--- src/rtl/writeback_stage.sv ---
// Writeback stage: selects/extracts the result and drives the register-bank write port one cycle after acceptance.
// Define WB_INSTRET_EN to build the retired-instruction counter; otherwise instret is tied to zero.
module writeback_stage (
  input  logic        clock,
  input  logic        reset,
  input  logic        in_valid,
  output logic        in_ready,
  input  logic        stall,
  input  logic        flush,
  input  logic        in_reg_write,
  input  logic [4:0]  in_rd,
  input  logic [1:0]  in_wb_sel,
  input  logic [31:0] in_alu_result,
  input  logic [31:0] in_pc_plus4,
  input  logic [31:0] in_load_data,
  input  logic [2:0]  in_funct3,
  input  logic [1:0]  in_addr_lo,
  output logic        reg_write,
  output logic [4:0]  rd_sel,
  output logic [31:0] write_data,
  output logic        wb_valid,
  output logic        load_misaligned,
  output logic [31:0] instret
);

  typedef enum logic [1:0] {
    WB_ALU  = 2'b00,
    WB_LOAD = 2'b01,
    WB_PC4  = 2'b10,
    WB_RSVD = 2'b11
  } wb_sel_e;

  typedef enum logic [2:0] {
    F3_LB  = 3'b000,
    F3_LH  = 3'b001,
    F3_LW  = 3'b010,
    F3_LBU = 3'b100,
    F3_LHU = 3'b101
  } funct3_e;

  logic        accept;
  logic        is_load;
  logic        misaligned;
  logic        undef_load;
  logic [31:0] byte_src;
  logic [15:0] half_src;
  logic [31:0] load_val;
  logic [31:0] result;

  logic        reg_write_d, reg_write_q;
  logic [4:0]  rd_sel_d, rd_sel_q;
  logic [31:0] write_data_d, write_data_q;
  logic        wb_valid_d, wb_valid_q;
  logic        misaligned_d, misaligned_q;

  assign in_ready = !stall;
  assign accept   = in_valid && !stall && !flush;
  assign is_load  = (in_wb_sel == WB_LOAD);

  always_comb begin
    byte_src   = in_load_data >> {in_addr_lo, 3'b000};
    half_src   = in_addr_lo[1] ? in_load_data[31:16] : in_load_data[15:0];
    load_val   = '0;
    misaligned = 1'b0;
    undef_load = 1'b0;
    case (in_funct3)
      F3_LB:  load_val = {{24{byte_src[7]}}, byte_src[7:0]};
      F3_LBU: load_val = {24'h000000, byte_src[7:0]};
      F3_LH: begin
        load_val   = {{16{half_src[15]}}, half_src};
        misaligned = in_addr_lo[0];
      end
      F3_LHU: begin
        load_val   = {16'h0000, half_src};
        misaligned = in_addr_lo[0];
      end
      F3_LW: begin
        load_val   = in_load_data;
        misaligned = (in_addr_lo != 2'b00);
      end
      default: undef_load = 1'b1;
    endcase
    misaligned = misaligned && is_load;
    undef_load = undef_load && is_load;
  end

  always_comb begin
    result = '0;
    case (in_wb_sel)
      WB_ALU:  result = in_alu_result;
      WB_LOAD: result = load_val;
      WB_PC4:  result = in_pc_plus4;
      default: result = '0;
    endcase
  end

  // rd_sel/write_data only move on acceptance so bubbles hold the last values
  always_comb begin
    reg_write_d  = accept && in_reg_write && (in_rd != 5'd0) && !misaligned
                   && !undef_load && (in_wb_sel != WB_RSVD);
    wb_valid_d   = accept && !misaligned;
    misaligned_d = accept && misaligned;
    rd_sel_d     = accept ? in_rd  : rd_sel_q;
    write_data_d = accept ? result : write_data_q;
  end

  always_ff @(posedge clock or negedge reset) begin
    if (!reset) begin
      reg_write_q  <= 1'b0;
      rd_sel_q     <= '0;
      write_data_q <= '0;
      wb_valid_q   <= 1'b0;
      misaligned_q <= 1'b0;
    end else begin
      reg_write_q  <= reg_write_d;
      rd_sel_q     <= rd_sel_d;
      write_data_q <= write_data_d;
      wb_valid_q   <= wb_valid_d;
      misaligned_q <= misaligned_d;
    end
  end

  assign reg_write       = reg_write_q;
  assign rd_sel          = rd_sel_q;
  assign write_data      = write_data_q;
  assign wb_valid        = wb_valid_q;
  assign load_misaligned = misaligned_q;

`ifdef WB_INSTRET_EN
  logic [31:0] instret_d, instret_q;

  assign instret_d = wb_valid_q ? instret_q + 32'd1 : instret_q;

  always_ff @(posedge clock or negedge reset) begin
    if (!reset) instret_q <= '0;
    else        instret_q <= instret_d;
  end

  assign instret = instret_q;
`else
  assign instret = '0;
`endif

endmodule
--- config.mk ---
export PLATFORM = sky130hd
export DESIGN_NAME = writeback_stage
export DESIGN_NICKNAME = d
export VERILOG_FILES = /design/src/rtl/writeback_stage.sv
export SDC_FILE = /design/constraint.sdc
export NUM_CORES = 1
export LEC_CHECK = 0
export CORE_MARGIN = 2
export CORE_UTILIZATION = 38
export CTS_BUF_LIST = sky130_fd_sc_hd__clkbuf_4
export DETAILED_ROUTE_END_ITERATION = 8
export PLACE_DENSITY = 0.8
export SKIP_CTS_REPAIR_TIMING = 1
export SLEW_MARGIN = 20
export SYNTH_ARGS = -nofsm -noshare
export SYNTH_HDL_FRONTEND = slang
export SYNTH_SLANG_ARGS = --single-unit
--- constraint.sdc ---
create_clock -name clock -period 1.3 [get_ports clock]
set_clock_uncertainty 0.15 [all_clocks]
set_input_delay 0.39 -clock clock [delete_from_list [all_inputs] [get_ports clock]]
set_output_delay 0.39 -clock clock [all_outputs]
set_load 0.005 [all_outputs]
==> results_dict.tcl <==
set metrics [dict create \
    status "finished with violations" \
    violations "setup timing" \
    slew_headroom 0.666 \
    cp-startpoint "in_addr_lo[1]" \
    leakage_uw 0.00267 \
    grt_first_pass_wirelength_um 15500 \
    crit_path_max_fanout 10 \
    h-tree-depth 2 \
    die_height_um 91.7 \
    wirelength_um 12700 \
    clock_path_buffers 2 \
    syn2layout_area_growth_pct 92.0 \
    start_util 0.397 \
    overflow 0 \
    synth-seq-cells 40 \
    r2r_slack_ps 150 \
    timing.rr.end "write_data[29]" \
    place.port_buffers 154 \
    cts.sinks 40 \
    yosys_warnings 0 \
    worstPathArrival_ps 1640 \
    grt_usage 0.232 \
    syn_area_per_cell_um2 9.02 \
    ir_worst_vdd_v 0.000424 \
    wl_per_cell_um 19.7 \
    post-dp-hpwl_um 8100 \
    vias 3491 \
    cp_num_cells 5 \
    fin_ws_ps -227 \
    diodes 0 \
    start_kind "input port" \
    crit_family "compound AO/OA/AOI/OAI gates" \
    place_congestion 0.871 \
    root_buffer "clkbuf_4" \
    layout.nets 658 \
    min_path_type "input port to flip-flop" \
    layout-drive-gt1-share 0.428 \
    fmax_ghz 0.655 \
    drtAntennaViolNets 0 \
    dieArea_um2 8410 \
    cts_tree "done" \
    coreArea_um2 7370 \
    cts.clk_slew.worst_paths_ps 130 \
    end_kind "flip-flop" \
    postPlaceCellArea_um2 4830 \
    worstRegToRegCells 3 \
    min_period_ps 1530 \
    r2r-start "write_data[29]" \
    hold_viol_final 0 \
    final_cell_area_um2 5620 \
    fin_hold_ws_ps 102 \
    finalCritPeriodShare 1.17 \
    vias_per_cell 5.42 \
    drv_slew 0 \
    remaining_drc_errors 0 \
    rows 31 \
    fill_cells 511 \
    crit_path_end "write_data[5]" \
    tightest_slew_ps 500 \
    setup_tns_ps -10740 \
    synth_cells 324 \
    cp_slowest_cell "o31ai_4" \
    critPathRequiredTime_ps 1420 \
    seqCellArea_um2 1000 \
    first_global_vias 3141 \
    antenna_found_initial 0 \
    crit_type "input port to flip-flop" \
    grt_max_degree 41 \
    maxCapViolations 0 \
    first_pass_iters 4 \
    powerDensity_nw_per_um2 745 \
    ys_types 39 \
    io_pins 187 \
    cp_num_buf_inv 2 \
    final-setup-viol-count 78 \
    drt_iter0_markers 177 \
    multi_input_area_um2 2110 \
    rsz0062_at_grt "yes" \
    worstPathCellList "clkbuf_4 -> buf_12 -> o31ai_4 -> a221oi_1 -> o21ai_1" \
    max_stage_delay_ps 500 \
    cts_buffers 5 \
    ys_seq_area_frac 0.342 \
    die_x_um 91.7 \
    insertion_delay_ps 360 \
    synth_area_um2 2920 \
]
-- sequential cells by signal, indices dropped and copies added (netlist names) --
name,count
write_data,32
wb_valid,1
rd_sel,5
reg_write,1
load_misaligned,1
-- Yosys cell counts (all sizes together) --
library cell  count  area share
nor3b             2      0.0086
nor2b             1      0.0021
or4               2      0.0064
o41ai             1      0.0030
conb              1      0.0013
nor4b             1      0.0030
or4b              1      0.0034
nand2b            3      0.0064
buf              48        0.12
a21boi            1      0.0026
o211ai            1      0.0026
a21oi            20       0.034
nor2             17       0.022
dfrtp            40        0.34
clkbuf           11       0.015
o21bai            1      0.0026
o21ai            18       0.031
nand2            34       0.045
mux2i            42        0.15
a221oi           23       0.069
nor4              2      0.0043
a211oi            9       0.023
and2              1      0.0021
o31ai             2      0.0086
nor3             35       0.065
nand3b            1      0.0026
o22ai             1      0.0068
or3b              3       0.011
inv               2      0.0026
-- tightest hold or removal path, cell delays in order --
cell and delay (ps):
dlymetal6s2s_1 100, nand2_1 50, nand2_1 40
-- final cells by class --
cell class	instances	area share
Inverter	2	0.00357
Multi-Input combinational cell	256	0.376
Clock buffer	5	0.00668
Sequential cell	40	0.178
Timing Repair Buffer	239	0.406
Clock inverter	3	0.00758
Tap cell	99	0.0221
-- how the worst min path moves through the flow --
stage / cells past startpoint / startpoint / to / slack, ps
finish: 3 / in_rd[2] / rd_sel[2] / 100
detailed placement: 2 / reset / write_data[7] / 230
floorplan: 0 / reset / load_misaligned / -60
global placement: 2 / reset / write_data[7] / 230
global route: 3 / in_rd[2] / rd_sel[2] / 120
CTS: 2 / reset / write_data[31] / -180
-- cell usage in the layout, fill, tap and decap left out, types with 5 or more instances in the layout --
cell,instances
o21ai_1,11
nor2_4,5
dlymetal6s2s_1,14
clkdlybuf4s50_1,89
buf_12,9
mux2i_1,33
mux2i_2,5
conb_1,32
a211oi_2,6
o21ai_2,5
a221oi_2,13
nor3_2,14
clkbuf_2,41
buf_4,56
clkbuf_16,6
dfrtp_1,40
a221oi_1,9
buf_6,14
or3b_4,5
a21oi_1,14
a21oi_2,6
clkbuf_4,6
nor3_4,5
nand2_1,29
nor2_1,11
nor3_1,16
-- kinds of logic after synthesis --
group,Yosys count,synth area share
buffers and inverters,61,0.139
other,1,0.00128
AOI/OAI and AO/OA,77,0.183
muxes,42,0.152
and+or+nand+nor,103,0.181
DFF,40,0.342
-- report_power, final --
| group | leakage (µW) | internal [µW] | switching, µW |
|---|---|---|---|
| Combinational | 0.00210 | 1020 | 770 |
| Clock | 0.0000412 | 401 | 454 |
| Sequential | 0.000520 | 1430 | 114 |
| Total | 0.00267 | 2850 | 1340 |
-- layer usage --
| metal | GRT usage | routed length (µm) |
|---|---|---|
| met1 | 0.277 | 4900 |
| met2 | 0.404 | 6480 |
| met3 | 0.0748 | 1000 |
| met4 | 0.0597 | 332 |
| met5 | 0 | 0 |
-- stage by stage --
step / power, µW / utilization / setup WS, ps / std cells
finish: 4180 / 0.762 / -227 / 644
global route: 4380 / 0.762 / -259 / 644
CTS: 3960 / 0.667 / -681 / 610
detailed placement: 3110 / 0.656 / -1060 / 602
global placement: 3070 / 0.656 / -950 / 602
floorplan: 2160 / - / -430 / 355
Note: power is estimated with default switching activity, not from simulation.
